File: src/rtl/ecc_mem_scrubber.sv
// ecc_mem_scrubber: background SEC scrubber that walks the RAM and writes back corrected words.
// ECC_SCRUB_CONTINUOUS_EN: wrap passes continuously and add a stop input.
module ecc_d64b_p7_dec (
   input  logic [63:0] data,
   input  logic [6:0]  parity,
   output logic [63:0] data_corrected,
   output logic [6:0]  parity_corrected,
   output logic        error_flag
);
   logic [70:0] cw, cc;
   logic [6:0] syn;
   // Hamming layout: parity at power-of-two positions 1..64, data fills the rest of 1..71
   always_comb begin
      int j, k;
      j = 0;
      k = 0;
      syn = '0;
      cw = '0;
      for (int p = 1; p < 72; p++) begin
         if ((p & (p - 1)) == 0) begin
            cw[p-1] = parity[k];
            k++;
         end else begin
            cw[p-1] = data[j];
            j++;
         end
         if (cw[p-1]) syn ^= 7'(p);
      end
      cc = cw ^ 71'((72'(1) << syn) >> 1);
      j = 0;
      k = 0;
      data_corrected = '0;
      parity_corrected = '0;
      for (int p = 1; p < 72; p++) begin
         if ((p & (p - 1)) == 0) begin
            parity_corrected[k] = cc[p-1];
            k++;
         end else begin
            data_corrected[j] = cc[p-1];
            j++;
         end
      end
   end
   assign error_flag = |syn;
endmodule

module ecc_mem_scrubber #(
   parameter int ADDR_W = 8,
   parameter int DEPTH = 256,
   parameter int INTERVAL_W = 16
) (
   input  logic                  clk,
   input  logic                  rst,
`ifdef ECC_SCRUB_CONTINUOUS_EN
   input  logic                  stop,
`endif
   input  logic                  start,
   input  logic [INTERVAL_W-1:0] interval,
   output logic                  busy,
   output logic                  done,
   output logic                  mem_req,
   output logic                  mem_we,
   input  logic                  mem_gnt,
   output logic [ADDR_W-1:0]     mem_addr,
   output logic [63:0]           mem_wdata,
   output logic [6:0]            mem_wparity,
   input  logic                  mem_rvalid,
   input  logic [63:0]           mem_rdata,
   input  logic [6:0]            mem_rparity,
   output logic                  err_valid,
   output logic [ADDR_W-1:0]     err_addr,
   output logic [15:0]           corr_cnt
);
   typedef enum logic [2:0] {IDLE, WAIT, READ, RESP, CHECK, WRITE, NEXT, DONE} state_t;
   state_t state;
   logic [ADDR_W-1:0] addr;
   logic [INTERVAL_W-1:0] ivl, cnt;
   logic [63:0] rd, dc;
   logic [6:0] rp, pc;
   logic ef, last;
`ifdef ECC_SCRUB_CONTINUOUS_EN
   logic stop_q;
`endif
   assign last = addr == ADDR_W'(DEPTH - 1);
   ecc_d64b_p7_dec u_dec (.data(rd), .parity(rp), .data_corrected(dc), .parity_corrected(pc), .error_flag(ef));
   always_ff @(posedge clk) begin
      if (rst) begin
         state <= IDLE;
         busy <= 1'b0;
         done <= 1'b0;
         mem_req <= 1'b0;
         mem_we <= 1'b0;
         err_valid <= 1'b0;
         mem_addr <= '0;
         mem_wdata <= '0;
         mem_wparity <= '0;
         err_addr <= '0;
         corr_cnt <= '0;
         addr <= '0;
         ivl <= '0;
         cnt <= '0;
         rd <= '0;
         rp <= '0;
`ifdef ECC_SCRUB_CONTINUOUS_EN
         stop_q <= 1'b0;
`endif
      end else begin
         done <= 1'b0;
         err_valid <= 1'b0;
`ifdef ECC_SCRUB_CONTINUOUS_EN
         stop_q <= (state == IDLE || state == DONE) ? 1'b0 : stop_q | stop;
`endif
         case (state)
            IDLE: if (start) begin
               ivl <= interval;
               cnt <= interval;
               addr <= '0;
               busy <= 1'b1;
               state <= WAIT;
            end
            WAIT: if (cnt == '0) begin
               mem_req <= 1'b1;
               mem_we <= 1'b0;
               mem_addr <= addr;
               state <= READ;
            end else cnt <= cnt - INTERVAL_W'(1);
            READ: if (mem_gnt) begin
               mem_req <= 1'b0;
               state <= RESP;
            end
            RESP: if (mem_rvalid) begin
               rd <= mem_rdata;
               rp <= mem_rparity;
               state <= CHECK;
            end
            CHECK: if (ef) begin
               mem_req <= 1'b1;
               mem_we <= 1'b1;
               mem_addr <= addr;
               mem_wdata <= dc;
               mem_wparity <= pc;
               state <= WRITE;
            end else state <= NEXT;
            WRITE: if (mem_gnt) begin
               mem_req <= 1'b0;
               mem_we <= 1'b0;
               err_valid <= 1'b1;
               err_addr <= addr;
               corr_cnt <= (corr_cnt == 16'hFFFF) ? corr_cnt : corr_cnt + 16'd1;
               state <= NEXT;
            end
`ifdef ECC_SCRUB_CONTINUOUS_EN
            NEXT: if (stop_q || stop) begin
               done <= 1'b1;
               state <= DONE;
            end else begin
               done <= last;
               addr <= last ? '0 : addr + ADDR_W'(1);
               cnt <= ivl;
               state <= WAIT;
            end
`else
            NEXT: if (last) begin
               done <= 1'b1;
               state <= DONE;
            end else begin
               addr <= addr + ADDR_W'(1);
               cnt <= ivl;
               state <= WAIT;
            end
`endif
            DONE: begin
               busy <= 1'b0;
               state <= IDLE;
            end
            default: state <= IDLE;
         endcase
      end
   end
endmodule

File: config.mk
export PLATFORM = sky130hd
export DESIGN_NAME = ecc_mem_scrubber
export DESIGN_NICKNAME = d
export VERILOG_FILES = /design/src/rtl/ecc_mem_scrubber.sv
export SDC_FILE = /design/constraint.sdc
export NUM_CORES = 1
export LEC_CHECK = 0
export CAP_MARGIN = 20
export CORE_ASPECT_RATIO = 1.5
export CORE_MARGIN = 4
export CORE_UTILIZATION = 59
export CTS_BUF_LIST = sky130_fd_sc_hd__clkbuf_4
export CTS_CLUSTER_DIAMETER = 40
export DETAILED_ROUTE_END_ITERATION = 6
export PLACE_DENSITY = 0.95
export SLEW_MARGIN = 20
export SYNTH_ARGS = -nofsm -noshare
export SYNTH_HDL_FRONTEND = slang
export SYNTH_SLANG_ARGS = --single-unit
File: constraint.sdc
create_clock -name clk -period 4.55 [get_ports clk]
set_input_delay 0.91 -clock clk [delete_from_list [all_inputs] [get_ports clk]]
set_output_delay 0.91 -clock clk [all_outputs]
set_load 0.05 [all_outputs]
==> results.py <==
metrics = {
    "placed_design": {
        "gp_congestion": 0.997,
        "io_buffers": 199,
        "place_area_um2": 13100,
        "pre_cts_ws_ps": 779,
        "hpwl_um": 23800,
    },
    "clock_tree": {
        "cts_sinks": 222,
        "clk_latency_ps": 670,
        "cts_hold_buf": 0,
        "clk_path_buf_depth": 3,
        "cts_tree": "done",
        "cts_setup_buffers": 0,
        "cts_max_level": 2,
        "cts-root-buf": "clkbuf_4",
        "clkTransAtPathRegs_ps": 70,
        "cts_buffers": 53,
        "ctsResizeCount": 0,
    },
    "pwr": {
        "power_density_nw_per_um2": 511,
        "p_sw_mw": 3.03,
        "combPwrFrac": 0.451,
        "p_sw_frac": 0.431,
        "p_leak_nw": 4.57,
        "max-vdd-ir-drop_uv": 427,
        "seqPwrFrac": 0.335,
        "clkPwrFrac": 0.214,
        "p_int_mw": 4.00,
    },
    "critical_path": {
        "endpoint_kind": "register",
        "r2r_slack_ps": 650,
        "critPathArrivalTime_ps": 4400,
        "cp_cell_sequence": "xnor3_1, xnor3_1, xnor3_1, xnor2_1, nand3_2, nor4_4, nor3_4, buf_12, nor2_1, a211oi_2",
        "crit_path_frequent_cell": "xnor3_1",
        "crit_buf_inv": 1,
        "cp_max_fo": 142,
        "cp-start-kind": "register",
        "critPathKind": "reg -> reg",
        "timing.rr.start": "rd[12]",
        "critPathMaxStageDelay_ps": 490,
        "reg2regPathDepth": 10,
        "crit_family": "XOR/XNOR gates",
        "cp.required_ps": 5060,
        "reg2reg_to": "mem_wdata[41]",
        "slowest_stage": "xnor3_1",
    },
    "sta": {
        "clock_skew_ps": 49.2,
        "tightest_slew_ps": 1000,
        "period_share": 0.856,
        "max_freq_ghz": 0.257,
        "maxSlewHeadroom": 0.329,
        "fin_hold_ws_ps": 451,
        "layout_min_cycle_time_ps": 3900,
        "timing.setup.tns_ps": 0,
        "maxSlewViolCount": 0,
        "setup_ws_ps": 653,
        "setup_violations": 0,
        "rsz0062_at_grt": "false",
        "hold_violations": 0,
    },
    "yosys": {
        "ys.warnings.count": 0,
        "synth_top_family_by_area": "simple AND/OR/NAND/NOR gates",
        "synthCells": 1286,
        "synthAdderAreaFrac": 0.00339,
        "syn_avg_cell_area_um2": 8.60,
        "muxShareOfSynthArea": 0.00905,
        "synth_cell_types": 53,
        "synthXorXnorAreaFrac": 0.184,
        "synth-simple-area-share": 0.197,
        "mappedNetlistNets": 1381,
        "synth_compound_area_frac": 0.171,
        "synth_seq_area_share": 0.402,
        "synth_seq_cells": 222,
        "syn_area_um2": 11100,
    },
    "drt": {
        "routed_wl_um": 33400,
        "ant_nets": 0,
        "wl_per_cell_um": 19.0,
        "drt_iter0_markers": 748,
        "vias_per_cell": 5.76,
        "dr.pass1.iters": 7,
        "vias": 10100,
        "drc_errors": 0,
    },
    "final_layout": {
        "fin_util": 0.744,
        "fin_nets": 1566,
        "multi_input_area_um2": 6260,
        "n_fill_cell": 1293,
        "regArea_um2": 4440,
        "area_growth_pct": 24.3,
        "drive_above_1_share": 0.104,
        "fin_area_um2": 13700,
    },
    "hold_path": {
        "hold_depth": 2,
        "hp-class": "reg -> reg",
        "min_from": "err_addr[6]",
        "min_to": "err_addr[6]",
    },
    "floorplan": {
        "core-area_um2": 18500,
        "io_pins": 200,
        "std_cell_rows": 61,
        "initial_core_util": 0.599,
        "die_w_um": 120,
        "die_h_um": 176,
        "dieArea_um2": 21000,
    },
    "grt": {
        "grt.total_usage": 0.314,
        "grt_first_pass_wirelength_um": 52800,
        "grt_start_max_net_pins": 143,
        "grt-ovfl-total": 0,
        "antenna_found_initial": 1,
        "grt_pass1_vias": 10300,
    },
    "flow_run": {
        "drv_cap": 0,
    },
    "run_status": {
        "outcome": "finished, final reports clean",
    },
}
per-layer routing:
metal | up-vias | GRT usage | share of wire
met5 | - | 0 | 0
met2 | 511 | 0.564 | 0.52
met4 | 0 | 0.202 | 0.068
met1 | 4712 | 0.324 | 0.34
met3 | 156 | 0.0764 | 0.075
li1 | 4740 | - | -
worst max-delay path by stage:
stage,startpoint,to,cells past startpoint
floorplan,rd[5],mem_wdata[0],10
global placement,rd[46],mem_addr[0],8
detailed placement,rd[46],mem_addr[1],8
CTS,rd[46],mem_addr[1],8
global route,rd[12],mem_wdata[19],10
finish,rd[12],mem_wdata[41],10
state kept, by name, summed over array words and instances (netlist names):
signal / count
rp: 7
corr_cnt: 16
rd: 64
ivl: 16
mem_req: 1
busy: 1
mem_wdata: 64
state: 3
done: 1
mem_addr: 8
addr: 8
err_valid: 1
err_addr: 8
cnt: 16
mem_we: 1
mem_wparity: 7
area by class of cell:
class	count	share of cell area
multi-input combinational	978	0.456
sequential	222	0.323
timing repair buffer	207	0.151
clock buffer	73	0.0399
tap	252	0.0229
clock inverter	16	0.00455
inverter	9	0.00246
antenna	1	0.000182
worst reg2reg max path: stages (launching register included):
cell and delay, ps:
dfxtp_1 390, xnor3_1 490, xnor3_1 380, xnor3_1 350, xnor2_1 320, nand3_2 450
nor4_4 460, nor3_4 90, buf_12 250, nor2_1 490, a211oi_2 70
kinds of logic (layout without fill, tap and decap cells):
logic type,after synthesis,after routing
simple gates,515,515
fa+ha+maj,3,3
flops,222,222
compound gates,255,255
other cells,0,1
buf+inv,86,305
xor+xnor,195,195
mux,10,10
metrics by stage:
| stage | total power [mW] | instances |
|---|---|---|
| floorplan | 4.64 | 1286 |
| global placement | 5.39 | 1668 |
| detailed placement | 5.47 | 1668 |
| CTS | 6.99 | 1757 |
| global route | 7.43 | 1758 |
| finish | 7.03 | 1758 |
cell usage after synthesis (all sizes together):
| master | number | area [um^2] |
|---|---|---|
| or3 | 18 | 118 |
| dfxtp | 222 | 4440 |
| inv | 9 | 33.8 |
| a222oi | 5 | 50.1 |
| o31ai | 3 | 22.5 |
| o2111ai | 1 | 8.76 |
| a221oi | 9 | 78.8 |
| a31oi | 1 | 6.26 |
| xor3 | 1 | 23.8 |
| xor2 | 26 | 228 |
| and4 | 1 | 8.76 |
| a211oi | 80 | 906 |
| nor3b | 3 | 22.5 |
| mux2i | 10 | 100 |
| and3 | 4 | 25.0 |
| nand3 | 19 | 100 |
| and2 | 4 | 25.0 |
| nor3 | 15 | 86.3 |
| nand4 | 8 | 50.1 |
| nor2b | 6 | 37.5 |
| nand4b | 1 | 8.76 |
| buf | 17 | 106 |
| a221o | 1 | 10.0 |
| o41ai | 1 | 8.76 |
| nor4 | 3 | 33.8 |
| clkbuf | 60 | 225 |
| xnor2 | 145 | 1270 |
| xnor3 | 23 | 519 |
| o21ai | 22 | 110 |
| a22oi | 1 | 7.51 |
| a2bb2oi | 2 | 17.5 |
| o211ai | 1 | 7.51 |
| nand3b | 4 | 30.0 |
| ha | 3 | 37.5 |
| o211a | 1 | 10.0 |
| o221a | 1 | 11.3 |
| o221ai | 1 | 8.76 |
| nand2 | 217 | 815 |
| nand2b | 5 | 38.8 |
| or2 | 1 | 6.26 |
| a32oi | 1 | 8.76 |
| a21o | 1 | 7.51 |
| nor2 | 206 | 773 |
| a21oi | 123 | 616 |
power by group through the flow:
stage | combinational, mW | sequential (mW) | clock (mW)
after detailed placement | 3.08 | 2.39 | 0
after global placement | 3.02 | 2.38 | 0
after global routing | 3.40 | 2.38 | 1.64
after floorplan | 2.08 | 2.55 | 0
final | 3.17 | 2.35 | 1.51
after CTS | 3.11 | 2.35 | 1.54
cells in the final DEF, fill, tap and decap left out, drive strengths merged, types with 23 or more instances in the layout:
master	n
a211oi	80
a21oi	123
clkbuf	73
clkdlybuf4s50	198
dfxtp	222
nand2	217
nor2	206
xnor2	145
xnor3	23
xor2	26
No activity file was read; power rests on OpenSTA's default activity.
